## src/rtl/simon_seq_engine.sv

```systemverilog
// Simon-style memory game: grows a random colour sequence, plays it on the lamps, checks the echo, scores.
// Define SIMON_TIMEOUT_EN to give up (LOST) after TIMEOUT_CYC idle cycles in INPUT.
// state | meaning
// IDLE  | waiting for Start        ADD   | append one random colour
// SHOW  | lamp on for one colour   GAP   | blank between colours
// INPUT | waiting for a press      CHECK | compare press with sequence
// LOST  | wrong press, hold score  WON   | full sequence echoed
// OFF   | power switch off
module simon_seq_engine #(
  parameter int NUM_BTN     = 4,
  parameter int MAX_LEVEL   = 16,
  parameter int SHOW_CYC    = 4,
  parameter int GAP_CYC     = 2,
  parameter int TIMEOUT_CYC = 1000
) (
  input  logic                       Clk,
  input  logic                       Reset,
  input  logic                       Start,
  input  logic                       On,
  input  logic [NUM_BTN-1:0]         Btn,
  input  logic [15:0]                Seed,
  output logic                       show_valid,
  output logic [$clog2(NUM_BTN)-1:0] show_idx,
  output logic [$clog2(NUM_BTN)-1:0] press_idx,
  output logic [5:0]                 level,
  output logic [15:0]                score,
  output logic [8:0]                 q_state
);

  localparam int CW = $clog2(NUM_BTN);
  localparam int AW = (MAX_LEVEL > 1) ? $clog2(MAX_LEVEL) : 1;
  localparam int TW = $clog2(((SHOW_CYC > GAP_CYC) ? SHOW_CYC : GAP_CYC) + 1);

  localparam logic [8:0] S_IDLE  = 9'h001;
  localparam logic [8:0] S_ADD   = 9'h002;
  localparam logic [8:0] S_SHOW  = 9'h004;
  localparam logic [8:0] S_GAP   = 9'h008;
  localparam logic [8:0] S_INPUT = 9'h010;
  localparam logic [8:0] S_CHECK = 9'h020;
  localparam logic [8:0] S_LOST  = 9'h040;
  localparam logic [8:0] S_WON   = 9'h080;
  localparam logic [8:0] S_OFF   = 9'h100;

  logic [8:0]    state;
  logic [CW-1:0] seq_mem [MAX_LEVEL];
  logic [15:0]   lfsr;
  logic          lfsr_fb;
  logic [5:0]    ptr;
  logic [5:0]    ptr_inc;
  logic [TW-1:0] tmr;
  logic          held;
  logic          btn_one;
  logic [CW-1:0] btn_idx;
  logic [CW-1:0] seq_rd;
  logic [CW-1:0] rnd_color;
  logic          press_ok;
  logic [16:0]   score_sum;
  logic          to_expire;

  assign lfsr_fb   = lfsr[15] ^ lfsr[13] ^ lfsr[12] ^ lfsr[10];
  assign rnd_color = CW'(lfsr[7:0] % 8'(NUM_BTN));
  assign ptr_inc   = ptr + 6'd1;
  assign btn_one   = $onehot(Btn);
  assign score_sum = {1'b0, score} + {11'b0, level};

  always_comb begin
    btn_idx = '0;
    for (int i = 0; i < NUM_BTN; i++)
      if (Btn[i]) btn_idx = CW'(i);
  end

  // The RAM is only looked at while ptr indexes a written entry.
  assign seq_rd   = (state == S_SHOW || state == S_CHECK) ? seq_mem[ptr[AW-1:0]] : '0;
  assign press_ok = (press_idx == seq_rd);

  always_ff @(posedge Clk) begin
    if (state == S_ADD) seq_mem[level[AW-1:0]] <= rnd_color;
  end

`ifdef SIMON_TIMEOUT_EN
  localparam int TOW = $clog2(TIMEOUT_CYC + 1);
  logic [TOW-1:0] to_cnt;
  logic           to_load;

  assign to_load = (state == S_GAP && tmr == '0 && ptr_inc == level) ||
                   (state == S_CHECK && press_ok && ptr_inc < level) ||
                   (state == S_INPUT && !held && btn_one);

  always_ff @(posedge Clk or posedge Reset) begin
    if (Reset)
      to_cnt <= '0;
    else if (to_load)
      to_cnt <= TOW'(TIMEOUT_CYC - 1);
    else if (state == S_INPUT && !held && to_cnt != '0)
      to_cnt <= to_cnt - TOW'(1);
  end

  assign to_expire = (state == S_INPUT) && !held && !btn_one && (to_cnt == '0);
`else
  assign to_expire = 1'b0;
`endif

  always_ff @(posedge Clk or posedge Reset) begin
    if (Reset) begin
      state     <= S_IDLE;
      level     <= '0;
      score     <= '0;
      press_idx <= '0;
      ptr       <= '0;
      tmr       <= '0;
      held      <= 1'b0;
      lfsr      <= 16'hACE1;
    end else begin
      lfsr <= {lfsr[14:0], lfsr_fb};
      if (!On) begin
        state <= S_OFF;
        level <= '0;
        score <= '0;
        ptr   <= '0;
        tmr   <= '0;
        held  <= 1'b0;
      end else begin
        case (state)
          S_IDLE: begin
            level <= '0;
            score <= '0;
            ptr   <= '0;
            held  <= 1'b0;
            if (Start) begin
              lfsr  <= (Seed == 16'h0000) ? 16'hACE1 : Seed;
              state <= S_ADD;
            end
          end
          S_ADD: begin
            level <= level + 6'd1;
            ptr   <= '0;
            tmr   <= TW'(SHOW_CYC - 1);
            state <= S_SHOW;
          end
          S_SHOW: begin
            if (tmr == '0) begin
              tmr   <= TW'(GAP_CYC - 1);
              state <= S_GAP;
            end else begin
              tmr <= tmr - TW'(1);
            end
          end
          S_GAP: begin
            if (tmr != '0) begin
              tmr <= tmr - TW'(1);
            end else if (ptr_inc == level) begin
              ptr   <= '0;
              held  <= 1'b0;
              state <= S_INPUT;
            end else begin
              ptr   <= ptr_inc;
              tmr   <= TW'(SHOW_CYC - 1);
              state <= S_SHOW;
            end
          end
          S_INPUT: begin
            if (held) begin
              if (Btn == '0) begin
                held  <= 1'b0;
                state <= S_CHECK;
              end
            end else if (btn_one) begin
              press_idx <= btn_idx;
              held      <= 1'b1;
            end else if (to_expire) begin
              state <= S_LOST;
            end
          end
          S_CHECK: begin
            if (!press_ok) begin
              state <= S_LOST;
            end else if (ptr_inc < level) begin
              ptr   <= ptr_inc;
              state <= S_INPUT;
            end else begin
              score <= score_sum[16] ? 16'hFFFF : score_sum[15:0];
              state <= (level == 6'(MAX_LEVEL)) ? S_WON : S_ADD;
            end
          end
          S_LOST, S_WON: begin
            if (!Start) begin
              level <= '0;
              score <= '0;
              ptr   <= '0;
              state <= S_IDLE;
            end
          end
          S_OFF: begin
            if (!Start) state <= S_IDLE;
          end
          default: begin
            level <= '0;
            score <= '0;
            ptr   <= '0;
            held  <= 1'b0;
            state <= S_IDLE;
          end
        endcase
      end
    end
  end

  assign show_valid = (state == S_SHOW);
  assign show_idx   = show_valid ? seq_rd : '0;
  assign q_state    = state;

endmodule

```

## config.mk

```make
export PLATFORM = sky130hd
export DESIGN_NAME = simon_seq_engine
export DESIGN_NICKNAME = d
export VERILOG_FILES = /design/src/rtl/simon_seq_engine.sv
export SDC_FILE = /design/constraint.sdc
export NUM_CORES = 1
export LEC_CHECK = 0
export ABC_AREA = 1
export BUFFER_PORTS_ARGS = -buffer_cell sky130_fd_sc_hd__buf_2
export CORE_MARGIN = 2
export CORE_UTILIZATION = 61
export CTS_BUF_LIST = sky130_fd_sc_hd__clkbuf_16
export DETAILED_ROUTE_END_ITERATION = 10
export PLACE_DENSITY_LB_ADDON = 0.25
export SLEW_MARGIN = 40
export SYNTH_ARGS = -nofsm -noshare
export SYNTH_HDL_FRONTEND = slang
export SYNTH_SLANG_ARGS = --single-unit
```

## constraint.sdc

```tcl
create_clock -name Clk -period 4.85 [get_ports Clk]
set_clock_uncertainty 0.05 [all_clocks]
set_input_delay 0 -clock Clk [delete_from_list [all_inputs] [get_ports Clk]]
set_output_delay 0 -clock Clk [all_outputs]
set_load 0.005 [all_outputs]
```

# Word-level counts from Yosys, hierarchy flattened
# Memory sizes are Yosys's and may differ from the RTL's.
# Cells that the tools add are included.
# totals
reg_bits	59
ramBits	32
input_bits	24
out_inout_bits	36
wordCells	119
mem_count	1
# op_classes
addsub	7
order_cmp	1
eq_ne	30
n_mux	50
bitwise_logic	4
n_reduce_logical	18
# mem_list
memory	words	width	read_ports	rd_clocked_by_memory_dff	wr	line_no	source
seq_mem	16	2	1	0	1	45	logic [CW-1:0] seq_mem [MAX_LEVEL];
# ops
op	n
$mux 16	9
$mux 9	7
$pmux 9 s7	1
$pmux 16 s3	1
$mux 6	7
$ne 3x3->1 const B	9
$mux 8	3
$pmux 6 s4	1
$pmux 6 s3	1
$add 16x6->17	1
$logic_not 16->1	1
$add 6x1->6 const B	2
$mux 3	4
$reduce_or 5->1	2
$eq 9x1->1 const B	1
$eq 9x2->1 const B	1
$eq 9x3->1 const B	1
$eq 9x4->1 const B	1
$eq 9x5->1 const B	1
$eq 9x6->1 const B	1
$eq 9x7->1 const B	1
$eq 9x8->1 const B	1
$eq 9x9->1 const B	1
$mux 1	9
other kinds (30)	43

# Logic depth before layout (Yosys ltp)
# depth
depth_word	7
depth_mapped	18

# Least setup slack after synthesis
# No wires, ideal clock.
# synth_timing
kind	reg2reg
from	reg ptr[2]
to	reg score[10]
setup_time_ns	0.066
arrival_time_ns	2.497
setup_slack_ns	2.237
path_stages_with_launch	18
n_path_buf	2
synth_period_minus_slack_ns	2.613
path_cell_list	dfrtp_1 -> clkbuf_1 -> nand3_1 -> nor2_1 -> nand2_1 -> xor2_1 -> inv_1 -> ha_1 -> nand2_1 -> nor2_1 -> o21ai_0 -> o211a_1 -> nand2_1 -> nand2_1 -> a21oi_4 -> buf_2 -> nand4_1 -> nand2_1
# synth_via
elab_chain_cells	5
# synth_rtl
element	line_no	source
from (decl)	48	logic [5:0] ptr;
from (signal assigned)	156	ptr <= ptr_inc;
from (signal assigned)	178	ptr <= ptr_inc;
parallel branches: the longest is 4 deep, another holds $add 6x1->6	-	
$reduce_and 4->1 (no source line) *	-	
to (signal assigned)	181	score <= score_sum[16] ? 16'hFFFF : score_sum[15:0];
to (decl)	26	output logic [15:0] score,
# Mark *: on every way between the ends.
# A chain may end at the register's enable or synchronous reset.

# Final worst setup path
# layout_timing
from	reg ptr[0]
to	reg score[5]
# Same word-level chain as after synthesis.

==> impl_metrics.toml <==
[outcome]
status = "finished clean"

[worst_setup_path]
critical_path_buf_inv_count = 2
cp_top_family = "simple AND/OR/NAND/NOR gates"
crit_path_end_kind = "flip-flop"
endpoint = "score[5]"
crit_chain = "ha_1 > nand2_1 > inv_1 > nand2_1 > xor2_1 > inv_1 > ha_1 > nand2_1 > nor2_1 > o21ai_0 > o211a_1 > nand2_1 > nand2_1 > a21oi_4 > nand2_4 > nand2_1 > nand2_1"
slowest_delay_ps = 790
r2r_start = "ptr[0]"
slowest_stage = "dfrtp_1"
cp_common_cell = "nand2_1"
worstSetupPathType = "reg2reg"
r2r_slack_ps = 1410
r2r_cells = 17
start_kind = "flip-flop"
startpoint = "ptr[0]"
r2r_end = "score[5]"
crit_arrival_ps = 3620
cp.depth = 17
path_max_fanout = 23
critPathRequiredTime_ps = 5030

[sta]
setup_viol = 0
max_freq_mhz = 290.9
drv_slew = 0
worstMarginPinSlew_ps = 744.2
worst_slack_ps = 1412
layout_worst_path_cycle_share_pct = 70.88
slew-limit-headroom_pct = 50.38
fin_tns_setup_ps = 0
fin_crit_ps = 3438
rsz0062_at_grt = "false"
finalHoldViolations = 0
timing.hold.ws_ps = 63.11

[floorplanning]
die_w_um = 98.10
die-height_um = 98.10
row_count = 34
start_util_pct = 62.55
dieArea_mm2 = 0.009624
ioPinCount = 60
fp.coreArea_mm2 = 0.008636

[synth]
synthFlopType = "dfrtp_1"
synthArstFlopShare_pct = 64.84
syn-cell-area_mm2 = 0.005401
yosysTopAreaCell = "dfrtp_1"
seq_area_frac_synth_pct = 45.33
synth_area_per_cell_um2 = 7.683
synthDistinctLibCells = 41
ys_top_cells_by_area = "dfrtp_1 23%, edfxtp_1 18%, nand2_1 14%"
synth_top_area_share_pct = 23.16
yosys_warnings = 0
synth_seq_cells = 91
synth_edf_count = 32
syn_inst = 703
synth_fp_nets = 751

[global_routing]
grt_max_degree = 60
grt_pass1_wl_um = 21270
grt_pass1_vias = 4750
grt_overflow_total = 0
antenna_found_initial = 0
grt_usage_pct = 27.44

[detailed_routing]
wl_per_cell_um = 14.43
viasPerCell = 5.468
wl_um = 12920
ant_nets = 0
first_pass_iters = 5
drt_iter0_markers = 303
num_vias = 4894
post-route-drc-count = 0

[worst_hold_path]
hold_path_class = "in2reg"

[placement]
routabilityCongestion = 0.8981
portBuffers = 59
placed_cells = 858
pre_cts_ws_ps = 1426
hpwlAfterDp_um = 9255

[clock_tree]
htree_levels = 3
clkTransAtPathRegs_ps = 70
tritoncts = "done"
clock_path_buffers = 2
root_buffer = "clkbuf_16"
cts_buffers = 9
clock_latency_ps = 350
clkSinkCount = 91

[power_and_ir_drop]
ir_drop_uv = 231.3
powerDensity_mw_per_mm2 = 305.8
p_leak_nw = 3.171

[flow_run]
drv_cap = 0

[final_layout]
post-route-util_pct = 72.66
n_fill_cell = 660
drive_above_1_share_pct = 13.85
final_common_cell = "nand2_1"
layout_common_cells = "205 x nand2_1, 86 x nor2_1, 81 x inv_1, 70 x nand3_1, 59 x buf_2"
layoutNonFillerInstCount = 895
syn_to_final_growth_pct = 16.17
final_nets = 830
antenna_cells = 0
==> worst min-delay path by stage <==
stage,startpoint,depth (start not counted),end
3_5_place_dp,Seed[4],3,lfsr[4]
6_report,Btn[1],5,press_idx[0]
3_3_place_gp,Seed[4],3,lfsr[4]
5_1_grt,Btn[1],5,press_idx[0]
2_1_floorplan,Seed[4],2,lfsr[4]
4_1_cts,Btn[1],5,press_idx[0]
==> synth_stat cells, types with 3 or more instances <==
master    instances
nor2_2            4
nand2_1         205
dfstp_2           9
nand4_1          21
o21ai_1           8
nor2_1           86
xnor2_1           5
inv_2             5
buf_2             3
nand3_1          70
dfrtp_1          50
xor2_1            7
inv_1            82
edfxtp_1         32
a21oi_1          24
ha_1             22
clkbuf_1          4
buf_4             3
nor3_1           13
nor4_1            3
o21ai_0          18
nand2_2           4
==> layout make-up <==
cell class                 instances  area, um^2  area share (%)
multi-input combinational        511        2549           40.62
sequential                        91        2449           39.02
timing repair buffer              81       513.0           8.175
inverter                          88       330.3           5.264
clock buffer                       9       225.2           3.589
tap                              108       135.1           2.154
clock inverter                     7       73.82           1.176
==> power breakdown <==
part	switching, mW	internal [mW]
logic	0.124	0.0939
clock network	0.337	0.367
registers	0.0666	0.930
total	0.528	1.39
==> state kept, by name (all words and copies together), names as in the netlist <==
signal	flops
held	1
level	6
lfsr	16
press_idx	2
ptr	6
q_state	9
score	16
seq_mem	32
tmr	3
==> logic make-up after synthesis <==
kind of cell,count (synthesis),share of synthesized area [%]
AO/OA/AOI/OAI,61,6.371
XOR/XNOR,12,1.946
adder cells (fa/ha/maj),24,5.837
buffers and inverters,101,7.574
flip-flops,91,45.33
AND/OR/NAND/NOR,414,32.94
==> tightest hold or removal path: stages <==
cell and delay (ps):
buf_2 70, inv_1 70, nor2_1 90, nor3_1 60, a21oi_1 120
==> stage by stage <==
| step | area (um^2) | power (mW) |
|---|---|---|
| 5_1_grt | 6275 | 1.987 |
| 6_report | 6275 | 1.919 |
| 3_5_place_dp | 5761 | 1.214 |
| 3_3_place_gp | 5761 | 1.200 |
| 4_1_cts | 6270 | 1.920 |
| 2_1_floorplan | 5401 | 1.142 |
==> repair_timing <==
item	in CTS	in global routing
setup buffers	0	0
hold buffers	21	0
endpoints found under the hold margin	70	0
gates resized for setup	0	0
==> layer usage <==
metal | global-route usage, % | routed length, um
met5 | 0 | 0
met4 | 8.974 | 161
met2 | 47.21 | 6345
met1 | 36.25 | 5685
met3 | 3.579 | 726
Note: power is estimated with default switching activity, not from simulation.
